**src/rtl/read_pointer_empty_block_pkg.sv**
```systemverilog
// Shared FIFO package: default pointer sizing and Gray/binary conversion.
// Used by both the read-side and write-side pointer blocks.
package read_pointer_empty_block_pkg;

    localparam int ADDR_SIZE_DEFAULT = 3;

    function automatic logic [31:0] bin2gray(input logic [31:0] b);
        return (b >> 1) ^ b;
    endfunction

    // Each binary bit is the XOR of all Gray bits at or above it.
    function automatic logic [31:0] gray2bin(input logic [31:0] g);
        logic [31:0] b;
        b = '0;
        for (int i = 0; i < 32; i++) begin
            b[i] = ^(g >> i);
        end
        return b;
    endfunction

endpackage

```
**src/rtl/read_pointer_empty_block_g2b.sv**
```systemverilog
// Gray-to-binary converter for the synchronized write pointer.
// Only built with READ_LEVEL_EN defined.
`ifdef READ_LEVEL_EN
module gray_to_binary_block
    import read_pointer_empty_block_pkg::*;
#(
    parameter int addr_size = ADDR_SIZE_DEFAULT
) (
    input  logic [addr_size:0] gray_i,
    output logic [addr_size:0] bin_o
);

    logic [31:0] bin32;

    always_comb begin
        bin32 = gray2bin(32'(gray_i));
        bin_o = bin32[addr_size:0];
    end

endmodule
`endif

```
**src/rtl/read_pointer_empty_block.sv**
```systemverilog
// Read-side pointer, empty flag and sticky underflow for an async FIFO.
// READ_LEVEL_EN adds read_level_o / almost_empty_o.
module read_pointer_empty_block
    import read_pointer_empty_block_pkg::*;
#(
    parameter int addr_size              = ADDR_SIZE_DEFAULT,
    parameter int almost_empty_threshold = 1
) (
    input  logic                 read_clock_i,
    input  logic                 read_reset_n_i,
    input  logic                 read_en_i,
    input  logic [addr_size:0]   write_to_read_pointer_i,
    input  logic                 underflow_clear_i,
    output logic [addr_size-1:0] read_address_o,
    output logic [addr_size:0]   read_pointer_o,
    output logic                 empty_o,
    output logic                 underflow_o
`ifdef READ_LEVEL_EN
    ,
    output logic [addr_size:0]   read_level_o,
    output logic                 almost_empty_o
`endif
);

    localparam int PW = addr_size + 1;

    logic [PW-1:0] rbin_q, rbin_d;
    logic [PW-1:0] rgray_q, rgray_d;
    logic          empty_q, empty_d;
    logic          underflow_q, underflow_d;
    logic          read_accept;
    logic [31:0]   gray32;

    always_comb begin
        read_accept = read_en_i & ~empty_q;
        rbin_d      = rbin_q + PW'(read_accept);
        gray32      = bin2gray(32'(rbin_d));
        rgray_d     = gray32[PW-1:0];
        // Compare the post-read pointer so empty asserts right after the last read.
        empty_d     = (rgray_d == write_to_read_pointer_i);
        underflow_d = (read_en_i & empty_q) | (underflow_q & ~underflow_clear_i);
    end

    always_ff @(posedge read_clock_i or negedge read_reset_n_i) begin
        if (!read_reset_n_i) begin
            rbin_q      <= '0;
            rgray_q     <= '0;
            empty_q     <= 1'b1;
            underflow_q <= 1'b0;
        end else begin
            rbin_q      <= rbin_d;
            rgray_q     <= rgray_d;
            empty_q     <= empty_d;
            underflow_q <= underflow_d;
        end
    end

    assign read_address_o = rbin_q[addr_size-1:0];
    assign read_pointer_o = rgray_q;
    assign empty_o        = empty_q;
    assign underflow_o    = underflow_q;

`ifdef READ_LEVEL_EN
    logic [PW-1:0] wbin;
    logic [PW-1:0] level_q, level_d;
    logic          almost_empty_q, almost_empty_d;

    gray_to_binary_block #(
        .addr_size(addr_size)
    ) u_g2b (
        .gray_i(write_to_read_pointer_i),
        .bin_o (wbin)
    );

    always_comb begin
        level_d        = wbin - rbin_d;
        almost_empty_d = (level_d <= PW'(almost_empty_threshold));
    end

    always_ff @(posedge read_clock_i or negedge read_reset_n_i) begin
        if (!read_reset_n_i) begin
            level_q        <= '0;
            almost_empty_q <= 1'b1;
        end else begin
            level_q        <= level_d;
            almost_empty_q <= almost_empty_d;
        end
    end

    assign read_level_o   = level_q;
    assign almost_empty_o = almost_empty_q;
`endif

endmodule

```
**config.mk**
```make
export PLATFORM = sky130hd
export DESIGN_NAME = read_pointer_empty_block
export DESIGN_NICKNAME = d
export VERILOG_FILES = /design/src/rtl/read_pointer_empty_block_pkg.sv /design/src/rtl/read_pointer_empty_block_g2b.sv /design/src/rtl/read_pointer_empty_block.sv
export SDC_FILE = /design/constraint.sdc
export NUM_CORES = 1
export LEC_CHECK = 0
export BUFFER_PORTS_ARGS = -buffer_cell sky130_fd_sc_hd__buf_2
export CAP_MARGIN = 20
export CORE_AREA = 2 2 39 41
export DETAILED_ROUTE_END_ITERATION = 8
export DIE_AREA = 0 0 41 43
export PLACE_DENSITY = 0.61
export SLEW_MARGIN = 20
export SYNTH_ARGS = -nofsm -noshare
export SYNTH_HDL_FRONTEND = slang
export SYNTH_HIERARCHICAL = 1
export SYNTH_SLANG_ARGS = --single-unit
```
**constraint.sdc**
```tcl
create_clock -name read_clock_i -period 2.1 [get_ports read_clock_i]
set_input_delay 0.105 -clock read_clock_i [delete_from_list [all_inputs] [get_ports read_clock_i]]
set_output_delay 0.105 -clock read_clock_i [all_outputs]
set_load 0.01 [all_outputs]
```
# After elaboration in Yosys (flattened, before gate mapping)
# Index checks and enable logic that the tools add are counted.
# classes
addsub	1
n_eq_ne	1
n_bitwise	7
# ops
cell	n
adder 4 x 1 -> 4 bit	1
equality test 4 bit	1
bitwise XOR 3 x 4 -> 4 bit	1
AND 1 bit	3
NOT 1 bit	2
bitwise OR 1 bit	1
# totals
reg_bits	10
output_inout_bits	9

# Longest topological paths before layout
# depth
word_depth	5
mapped_depth	8

# Worst setup path before layout
# No wires, ideal clock.
# synth_timing
path_type	reg-to-reg
from	register empty_q (netlist: empty_o)
to	register empty_q (netlist: empty_o)
setup_time_ns	0.094
arrival_time_ns	1.853
setup_slack_ns	0.152
stages_incl_launch_ff	9
synth_period_minus_slack_ns	1.948
path_cell_list	dfstp_2 nor2b_1 ha_1 ha_1 clkbuf_2 xnor2_2 xor2_1 mux2i_1 a311oi_1
# synth_between
elab_chain_cells	5
# synth_lines
element	line	rtl
from (decl)	read_pointer_empty_block.sv:29	logic empty_q, empty_d;
from (signal assigned)	read_pointer_empty_block.sv:53	empty_q <= empty_d;
NOT 1 bit	read_pointer_empty_block.sv:35	read_accept = read_en_i & ~empty_q;
AND 1 bit	read_pointer_empty_block.sv:35	
adder 4 x 1 -> 4 bit	read_pointer_empty_block.sv:36	rbin_d = rbin_q + PW'(read_accept);
bitwise XOR 3 x 4 -> 4 bit	read_pointer_empty_block_pkg.sv:8	return (b >> 1) ^ b;
equality test 4 bit	read_pointer_empty_block.sv:40	empty_d = (rgray_d == write_to_read_pointer_i);
named net empty_d	read_pointer_empty_block.sv:29	
# The timed path passes the listed nets, and every way through them passes these cells.

# Worst setup path after layout
# Same ends and word-level chain as after synthesis.

==> reports/results.md <==
• cell repeated most along the worst path: ha_1
• GRT overflow: 0
• pin count of the biggest net entering global routing: 11
• # Post-CTS Setup Buffers: 0
• maximum VDD drop: 0.639 mV
• area growth from synthesis to layout: 29.5%
• count of buffering cells on the critical path with inverters included: 0
• number of cells on the worst hold path: 2
• clock tree buffer depth: 2
• share of the cycle needed by the critical path after routing: 0.944
• routed wire length per instance: 10.5 µm
• unrepaired setup endpoints after global routing: no
• total number of yosys warnings: 6
• post-cts hold buffer count: 1
• Layout Skew: 2.50 ps
• clock buffers created by TritonCTS: 3
• Port-buffer cells: 16
• status: complete, no violations
• Post-Synthesis Net Count: 56
• count of inserted antenna diode cells: 0
• master of the slowest instance on the critical path: dfstp_2
• initial antenna violation count: 0
• worst min-delay path category: in2reg
• routed wire length: 868 µm
• clock-pin transition on the worst setup and hold timing paths: 70 ps
• effective utilization at floorplan: 0.353
• mean number of vias per cell: 4.75
• wire length of the first global-routing pass: 1.40 mm
• Hold Path End: underflow_o
• CP required: 2260 ps
• fraction of final layout cells with drive strength greater than 1: 0.358
• number of rows created at floorplan: 14
• Reg2Reg Setup Slack: 120 ps
• final layout net count: 78
• DR DRC count: 0
• list of cells traversed by the critical path: nor2b_1, ha_1, ha_1, xnor2_2, xor2_1, mux2i_1, a311oi_1
• total power density per cell area: 1550 nW/µm²
• number of nets with antenna violations after detailed routing: 0
• worst hold path startpoint: underflow_clear_i
• insertion delay to the later sink of the worst-skew pair: 260 ps
• clock share of power: 0.138
• number of clock sinks: 9
• longest individual stage delay on the worst path: 540 ps
• GRT Overall Usage: 0.122
• Post-Syn Area: 488 µm²
• worst slack, placed: 122 ps
• Slew Viols, Final: 0
• critical path class: reg2reg
• Max-Slew Margin vs Limit: 0.794
• cell at the root of the clock tree: clkbuf_4
• capture instance of the worst register-to-register path: empty_o
• width of the chip: 41 µm
• detailed placement HPWL: 676 µm
• count of max-cap constraint violations: 0
• Tmin final: 1980 ps
• sequential cell fraction of total power: 0.341
• Setup WS post-layout: 118 ps
• via count of the first global-routing pass: 373
• logic gate share of total power: 0.521
• starting DRC count in detailed routing: 2
• DIE AREA: 1760 µm²
• top achievable clock speed: 505 MHz
• average size of a mapped cell: 10.6 µm²
• leakage power total: 0.314 nW
• switching power summed over all nets: 0.000385 W
• P_int: 0.000593 W
• highest fanout seen on the critical path: 5
• WP data arrival: 2140 ps
• actual transition at the worst max-transition pin: 310 ps
• vias: 394
• Netlist cell types: 22
• routability congestion estimate: 0.710
• setup_tns: 0 ps
• synthesis-stage register bit count: 9
• type of element capturing the critical path: register
• count of pins on the block boundary: 17
• DR pass1 iterations: 4
• area of the core: 1380 µm²
• Crit Reg-Reg Startpoint: empty_o
• nature of the critical path startpoint: register
• Gate Count Post-Synth: 46
• final count of negative-setup-slack endpoints: 0
• sequential-to-total area share from yosys stat: 0.464
• worst r2r path cells: 7
• final number of hold-violating endpoints: 0
• cell family with the largest share of critical-path delay: flip-flops
• cts repair resizes: 0
• die height: 43 µm
• Sw Ratio: 0.394
• Clock H-tree levels: 1
• CTS tree: built
## cell usage after synthesis
library cell / n / area [µm²]
dfrtp_1: 8 / 200
xor2_1: 6 / 52.6
nand2_1: 4 / 15.0
xnor2_1: 3 / 26.3
a21o_1: 2 / 15.0
ha_1: 2 / 25.0
inv_1: 2 / 7.51
nand3_1: 2 / 10.0
nor2_1: 2 / 7.51
nor2b_1: 2 / 12.5
o21ai_0: 2 / 10.0
a211o_1: 1 / 8.76
a311oi_1: 1 / 8.76
and2_1: 1 / 6.26
clkbuf_1: 1 / 3.75
clkbuf_2: 1 / 5.00
dfstp_2: 1 / 26.3
mux2i_1: 1 / 10.0
nand3b_1: 1 / 7.51
nand4_1: 1 / 6.26
o211ai_1: 1 / 7.51
xnor2_2: 1 / 16.3
## cells in the final DEF, fill, tap and decap left out, drive strengths merged, types with 2 or more instances in the layout
master | netlist | routed
nor2b | 2 | 2
xnor2 | 4 | 4
dfrtp | 8 | 8
inv | 2 | 2
a21o | 2 | 2
xor2 | 6 | 6
clkbuf | 2 | 3
nand2 | 4 | 4
buf | 0 | 18
nor2 | 2 | 2
ha | 2 | 2
nand3 | 2 | 2
o21ai | 2 | 2
## worst reg2reg max path, delay by kind of cell (launching register included)
| family | cells | cell delay [ps] |
|---|---|---|
| flops | 1 | 540 |
| fa+ha+maj | 2 | 470 |
| simple gates | 1 | 50 |
| xor+xnor | 2 | 430 |
| compound gates | 1 | 290 |
| mux | 1 | 110 |
## layout make-up
type | instances | area, µm²
clock inverter | 1 | 5.00
tap | 16 | 20.0
fill | 136 | 752
sequential | 9 | 226
timing repair buffer | 19 | 105
inverter | 2 | 7.51
multi-input combinational | 33 | 245
clock buffer | 3 | 22.5
## cells by family (layout without fill, tap and decap cells)
logic type      after synthesis  after routing  share of synthesized area
simple gates                 13             13                      0.133
flops                         9              9                      0.464
xor+xnor                     10             10                      0.195
mux                           1              1                     0.0205
buf+inv                       4             25                     0.0333
compound gates                7              7                      0.103
fa+ha+maj                     2              2                     0.0513
## registers in the layout (all words and copies together) (netlist names)
| signal | cells |
|---|---|
| rbin_q | 4 |
| read_pointer_o | 3 |
| empty_o | 1 |
| underflow_o | 1 |
## metal layers
layer | GRT usage | share of wire | vias to the layer above
met1 | 0.135 | 0.41 | 187
met2 | 0.184 | 0.53 | 10
met4 | 0.100 | 0.015 | 0
met5 | 0 | 0 | -
met3 | 0.0314 | 0.046 | 2
li1 | - | - | 195
## how the worst max path moves through the flow
| stage | startpoint | to | cells after the start |
|---|---|---|---|
| floorplan | empty_o | empty_o | 8 |
| detailed placement | empty_o | empty_o | 7 |
| CTS | empty_o | empty_o | 7 |
| global placement | empty_o | empty_o | 7 |
| global route | empty_o | empty_o | 7 |
| finish | empty_o | empty_o | 7 |
## power by group through the flow
stage / Combinational (W) / Clock [W] / Sequential (W)
global placement: 0.000515 / 0 / 0.000336
detailed placement: 0.000518 / 0 / 0.000338
floorplan: 0.000341 / 0 / 0.000351
global route: 0.000570 / 0.000156 / 0.000349
CTS: 0.000523 / 0.000144 / 0.000335
finish: 0.000510 / 0.000135 / 0.000333
## metrics by stage
step,std cells,hold WS [ps],total power [W],area (µm²),util
3_3_place_gp,78,-36.5,0.000852,594,0.429
3_5_place_dp,78,-28.7,0.000856,594,0.429
6_report,83,21.5,0.000978,632,0.457
2_1_floorplan,46,-191,0.000692,488,-
4_1_cts,83,10.1,0.00100,632,0.457
5_1_grt,83,14.3,0.00107,632,0.457
No activity file was read; power rests on OpenSTA's default activity.
